### src/rtl/l2_tlb_refill_ctrl.sv
// rtl/l2_tlb_refill_ctrl.sv - L2 TLB miss capture and page-table-walk refill sequencer
// Optional miss counter port and logic enabled by defining L2_TLB_PERF_CNT_EN.
module l2_tlb_refill_ctrl (
    input  logic        clk,
    input  logic        reset,
    input  logic        io_req_valid,
    input  logic [6:0]  io_req_bits_asid,
    input  logic [26:0] io_req_bits_vpn,
    input  logic        io_req_bits_instruction,
    input  logic        io_req_bits_store,
    input  logic        io_lookup_hit,
    input  logic        io_ptw_req_ready,
    input  logic        io_ptw_resp_valid,
    input  logic [19:0] io_ptw_resp_bits_ppn,
    input  logic        io_ptw_invalidate,
    output logic [1:0]  state,
    output logic [33:0] r_refill_asid_vpn,
    output logic        r_req_instruction,
    output logic        r_req_store,
    output logic        refill_valid,
    output logic [33:0] refill_tag,
    output logic [19:0] refill_ppn
`ifdef L2_TLB_PERF_CNT_EN
    ,
    output logic [31:0] miss_count
`endif
);

    typedef enum logic [1:0] {
        IDLE     = 2'd0,
        REQUEST  = 2'd1,
        WAIT     = 2'd2,
        WAIT_INV = 2'd3
    } state_t;

    state_t st;

    assign state = st;

    always_ff @(posedge clk or posedge reset) begin
        if (reset) begin
            st                <= IDLE;
            r_refill_asid_vpn <= '0;
            r_req_instruction <= 1'b0;
            r_req_store       <= 1'b0;
            refill_valid      <= 1'b0;
            refill_tag        <= '0;
            refill_ppn        <= '0;
`ifdef L2_TLB_PERF_CNT_EN
            miss_count        <= '0;
`endif
        end else begin
            refill_valid <= 1'b0;
            case (st)
                IDLE: begin
                    if (io_req_valid && !io_lookup_hit) begin
                        r_refill_asid_vpn <= {io_req_bits_asid, io_req_bits_vpn};
                        r_req_instruction <= io_req_bits_instruction;
                        r_req_store       <= io_req_bits_store;
`ifdef L2_TLB_PERF_CNT_EN
                        miss_count        <= miss_count + 32'd1;
`endif
                        st                <= REQUEST;
                    end
                end
                REQUEST: begin
                    // An invalidate before the walker took the request drops it;
                    // after acceptance the walk must still drain its response.
                    if (io_ptw_invalidate) begin
                        st <= io_ptw_req_ready ? WAIT_INV : IDLE;
                    end else if (io_ptw_req_ready) begin
                        st <= WAIT;
                    end
                end
                WAIT: begin
                    if (io_ptw_resp_valid) begin
                        refill_valid <= 1'b1;
                        refill_tag   <= r_refill_asid_vpn;
                        refill_ppn   <= io_ptw_resp_bits_ppn;
                        st           <= IDLE;
                    end else if (io_ptw_invalidate) begin
                        st <= WAIT_INV;
                    end
                end
                WAIT_INV: begin
                    if (io_ptw_resp_valid) begin
                        st <= IDLE;
                    end
                end
                default: st <= IDLE;
            endcase
        end
    end

endmodule

### config.mk
export PLATFORM = sky130hd
export DESIGN_NAME = l2_tlb_refill_ctrl
export DESIGN_NICKNAME = d
export VERILOG_FILES = /design/src/rtl/l2_tlb_refill_ctrl.sv
export SDC_FILE = /design/constraint.sdc
export NUM_CORES = 1
export LEC_CHECK = 0
export BUFFER_PORTS_ARGS = -buffer_cell sky130_fd_sc_hd__buf_2
export CAP_MARGIN = 20
export CELL_PAD_IN_SITES_DETAIL_PLACEMENT = 1
export CELL_PAD_IN_SITES_GLOBAL_PLACEMENT = 2
export CORE_UTILIZATION = 30
export CTS_CLUSTER_SIZE = 24
export DETAILED_ROUTE_END_ITERATION = 12
export PLACE_DENSITY_LB_ADDON = 0.1
export SETUP_SLACK_MARGIN = 0.05
export SLEW_MARGIN = 20
export SYNTH_ARGS = -nofsm -noshare
export SYNTH_HDL_FRONTEND = slang
export SYNTH_SLANG_ARGS = --single-unit
### constraint.sdc
create_clock -name clk -period 3.7 [get_ports clk]
set_clock_uncertainty 0.05 [all_clocks]
set_input_delay 0.925 -clock clk [delete_from_list [all_inputs] [get_ports clk]]
set_output_delay 0.925 -clock clk [all_outputs]
set_load 0.01 [all_outputs]
Yosys cells after proc, flatten, opt, wreduce, memory -nomap -nowiden
Index checks and enable logic that the tools add are counted.

Reduce and logical (&&, ||, !) cells: 6. Equal/unequal tests: 7. Muxes and demuxes: 10.

Operators with widths (number): 2-bit 2-to-1 mux (7); 2-bit case mux with 4 select lines (1); 3-bit inequality test (second input constant) (2); 2-bit equality test (second input constant) (2); 2-bit inequality test (second input constant) (2); 2-bit AND reduction (2); 4-bit AND reduction (1); 2-bit by 1-bit equality test with 1-bit output (second input constant) (1); 2-bit zero test (1); 1-bit 2-to-1 mux (2); 1-bit logical AND (1); 1-bit zero test (1).

Input port bits: 63. Flip-flop bits (word level): 93. Output and inout bits: 93.

Logic depth before layout (Yosys ltp)
Word-level depth: 4. Mapped depth: 5. Gate-level depth less buffers: 3.

Worst setup path after synthesis
OpenSTA, ideal clock, no wires.

Kind: input -> register. From: input io_req_valid. To: register r_refill_asid_vpn[17]. Setup time: 0.125 ns. Stages on the path: 5. Data required time: 3.525 ns. Path buffers: 2. Setup slack: 1.702 ns. Arrival: 1.823 ns. Path through: nor2b_4 nor3b_2 buf_6 buf_6 mux2_2.

Longest elaborated chain between the ends: 2.

Ends and longest elaborated chain: start, declared (line 6) `input logic io_req_valid,`; 1-bit logical AND (line 56) `if (io_req_valid && !io_lookup_hit) begin`; 2-bit AND reduction (no source line); end signal, assigned (line 57) `r_refill_asid_vpn <= {io_req_bits_asid, io_req_bits_vpn};`; end, declared (line 17) `output logic [33:0] r_refill_asid_vpn,`.

No other way between the ends. A chain may end at the register's enable or synchronous reset.

Final worst setup path
From: input io_lookup_hit. To: register r_refill_asid_vpn[18].

Longest elaborated chain between the ends: 3.

Ends and longest elaborated chain: start, declared (line 11) `input logic io_lookup_hit,`; 1-bit zero test (line 56); 1-bit logical AND (line 56); 2-bit AND reduction (no source line).

No other way between the ends.

==> flow_summary_export.csv <==
group,metric,value,unit
power_and_ir_drop,leakage,2.59,nW
synthesis,synth_enable_flop_cells,0,
place,routabilityCongestion,0.686,
run_status,outcome,"finished, final reports clean",
finish,final.fill_count,1292,
routing,antenna_violating_nets_post_route,0,
floorplanning,fp.dieH,114,um
place,dpl_worst_slack,1.28,ns
clock_tree,post_cts_resize_count,0,
clock_tree,ctsRootBufferMaster,"clkbuf_16",
setup_path,cp_top_family,"buffers and inverters",
routing,dr.first_iter.drc_count,76,
setup_path,worst_ep_arrival_time,2.22,ns
synthesis,synth_nets,269,
setup_path,critical_path.reg2reg.startpoint,"state[1]",
setup_path,critPathMaxFanout,36,
synthesis,combinational_family_with_the_most_area_after_synthesis,"multiplexers",
clock_tree,clk_pin_slew,0.06,ns
sta,tightest_slew,0.826,ns
setup_path,worst_path_max_delay_cell,"buf_4",
clock_tree,clk_path_buf_depth,2,
clock_tree,clkLatencyLatePin,0.34,ns
sta,timing_hold_violations_final,0,
sta,fin_crit_sh,0.553,
finish,antenna_cells,0,
finish,post_layout_nonfiller_instances,539,
global_route,wire_length_of_the_first_global_routing_pass,14000,um
sta,final-setup-viol-count,0,
finish,area.sequential,0.00233,mm^2
synthesis,synth_simple_gate_area_frac,0.0175,
place,placement.io_buffers,155,
sta,final_tns_setup,0,ns
setup_path,regToRegSetupSlack,1.94,ns
setup_path,cp_num_buf_inv,2,
floorplanning,die_x,114,um
sta,achievable-frequency,489,MHz
synthesis,synth_compound_area_frac,0.00496,
synthesis,post_synth_xor_area_fraction,0,
floorplanning,die_area,0.0131,mm^2
place,dp_cells,523,
power_and_ir_drop,powerDensity,917,mW/mm^2
clock_tree,post_cts_setup_buffers,0,
min_path,terminating_pin_of_the_worst_hold_path,"refill_ppn[4]",
synthesis,synth_top_cells_by_count,"93 x dfrtp_1, 51 x mux2_4, 39 x mux2_2, 5 x buf_12, 5 x buf_6",
min_path,worstHoldStart,"refill_ppn[4]",
synthesis,synth_area,0.00378,mm^2
setup_path,rr_endpoint,"r_refill_asid_vpn[18]",
setup_path,timing.critical_path.cells,"buf_2 > nor2b_4 > nor3b_4 > buf_4 > mux2_2",
global_route,globalRoute.totalOverflow,0,
setup_path,crit_required,3.87,ns
routing,route.vias.total,2308,
synthesis,synth_largest_area_cell,"dfrtp_1",
clock_tree,tritoncts,"done",
synthesis,yosysWarnings,0,
global_route,first_global_vias,2604,
synthesis,synth_sequential_area_ratio,0.615,
floorplanning,row_count,40,
synthesis,synth.lib_cells_used.distinct,15,
global_route,grt_antenna_before_repair,0,
finish,layout-area-overhead-vs-synth,31.0,%
setup_path,worst_path_largest_cell_delay,0.48,ns
setup_path,endpoint_kind,"register",
synthesis,ys_top_cells_by_area,"dfrtp_1 61%, mux2_4 20%, mux2_2 12%",
clock_tree,h-tree-depth,3,
finish,final_nets,429,
min_path,whs_path_depth,1,
setup_path,reg2regPathDepth,3,
floorplanning,floorplan.io_pins,156,
floorplanning,initial_core_util,0.311,
sta,setup_repair_after_global_routing_missed_its_margin,"no",
synthesis,synth_most_common_cell,"dfrtp_1",
synthesis,yosys.area.top_type_share,0.615,
clock_tree,cts-buffers-inserted,9,
synthesis,synth_mux_area_frac,0.318,
global_route,gr-usage-all-layers,0.142,
routing,drt_pre_antenna_iters,4,
routing,routed_wirelength,8490,um
synthesis,yosys.area_share.adder,0,
finish,layout-drive-gt1-share,0.720,
power_and_ir_drop,ir_worst_vdd,0.264,mV
floorplanning,placeableCoreArea,0.0122,mm^2
setup_path,worst-setup-path-type,"input port to register",
sta,finalCriticalPeriod,2.05,ns
finish,total_area_of_multi_input_combinational_cells,0.00130,mm^2
sta,setup_slack,1.65,ns
min_path,worst_hold_path_type,"register to register",
synthesis,syn-instance-count,206,
routing,drc,0,
synthesis,syn-mean-instance-area,18.4,um^2
place,dp_hpwl,5850,um
clock_tree,cts_hold_buf,0,
run,maxCapViolCount,0,
sta,slew_violations,0,
synthesis,synth_top_flop_cell,"dfrtp_1",
clock_tree,clock_sink_count,93,
global_route,grt_max_degree,50,
synthesis,number_of_flip_flops_and_latches_in_the_synthesized_netlist,93,
setup_path,element_type_at_the_critical_path_start,"input port",
sta,slew_headroom,0.449,
routing,via_per_inst,4.28,
finish,final_core_util,0.408,
synthesis,async_flop_share,1.00,
routing,post_drt_wl_per_cell,15.8,um
[layout by cell type (no fill, tap or decap), types with 2 or more instances in the layout]
| cell type | netlist | final |
|---|---|---|
| nand3b_1 | 2 | 2 |
| clkbuf_1 | 0 | 2 |
| mux2_4 | 51 | 51 |
| buf_4 | 0 | 3 |
| inv_1 | 3 | 2 |
| buf_2 | 0 | 155 |
| clkbuf_16 | 0 | 9 |
| dfrtp_1 | 93 | 93 |
| mux2_2 | 39 | 39 |
| clkinv_2 | 0 | 3 |
[worst max-delay path by stage]
stage / startpoint / depth (start not counted) / endpoint
after CTS: state[1] / 1 / state[1]
after global routing: io_lookup_hit / 5 / r_refill_asid_vpn[6]
after floorplan: reset / 1 / r_refill_asid_vpn[0]
after global placement: io_lookup_hit / 5 / r_refill_asid_vpn[30]
final: io_lookup_hit / 5 / r_refill_asid_vpn[18]
after detailed placement: io_lookup_hit / 5 / r_refill_asid_vpn[6]
[sequential cells by signal, summed over array words and instances, names as in the netlist]
register,count
refill_tag,34
r_refill_asid_vpn,34
state,2
refill_valid,1
r_req_instruction,1
r_req_store,1
refill_ppn,20
[final cells by class]
class	count	share of cell area
Clock buffer	12	0.0497
Sequential cell	93	0.469
Timing Repair Buffer	159	0.165
Inverter	3	0.00252
Multi-Input combinational cell	100	0.261
Tap cell	168	0.0424
Clock inverter	4	0.00959
[metrics by stage]
step	hold WS, ns	total power, mW	area (um^2)
final	0.450	4.55	4960
after global routing	0.473	4.87	4960
after CTS	0.456	4.64	4960
after detailed placement	0.439	3.68	4660
after global placement	0.439	3.64	4660
after floorplan	0.500	2.98	3780
[logic make-up (layout without fill, tap and decap cells)]
family | count (synthesis) | after routing
DFF | 93 | 93
muxes | 90 | 90
buffers and inverters | 13 | 178
and+or+nand+nor | 7 | 7
AOI/OAI and AO/OA | 3 | 3
[layer usage]
metal,global-route usage,part of all wire,vias to the layer above
met5,0,0,-
met4,0.0727,0.020,0
met3,0.0424,0.070,11
met2,0.218,0.45,93
met1,0.182,0.46,1161
li1,-,-,1043
[power by group]
part / switching [mW] / total [mW] / internal (mW) / leakage [nW]
Clock: 0.383 / 0.923 / 0.541 / 0.143
Sequential: 0.328 / 1.86 / 1.53 / 1.12
Combinational: 0.740 / 1.77 / 1.03 / 1.33
Note: power is estimated with default switching activity, not from simulation.
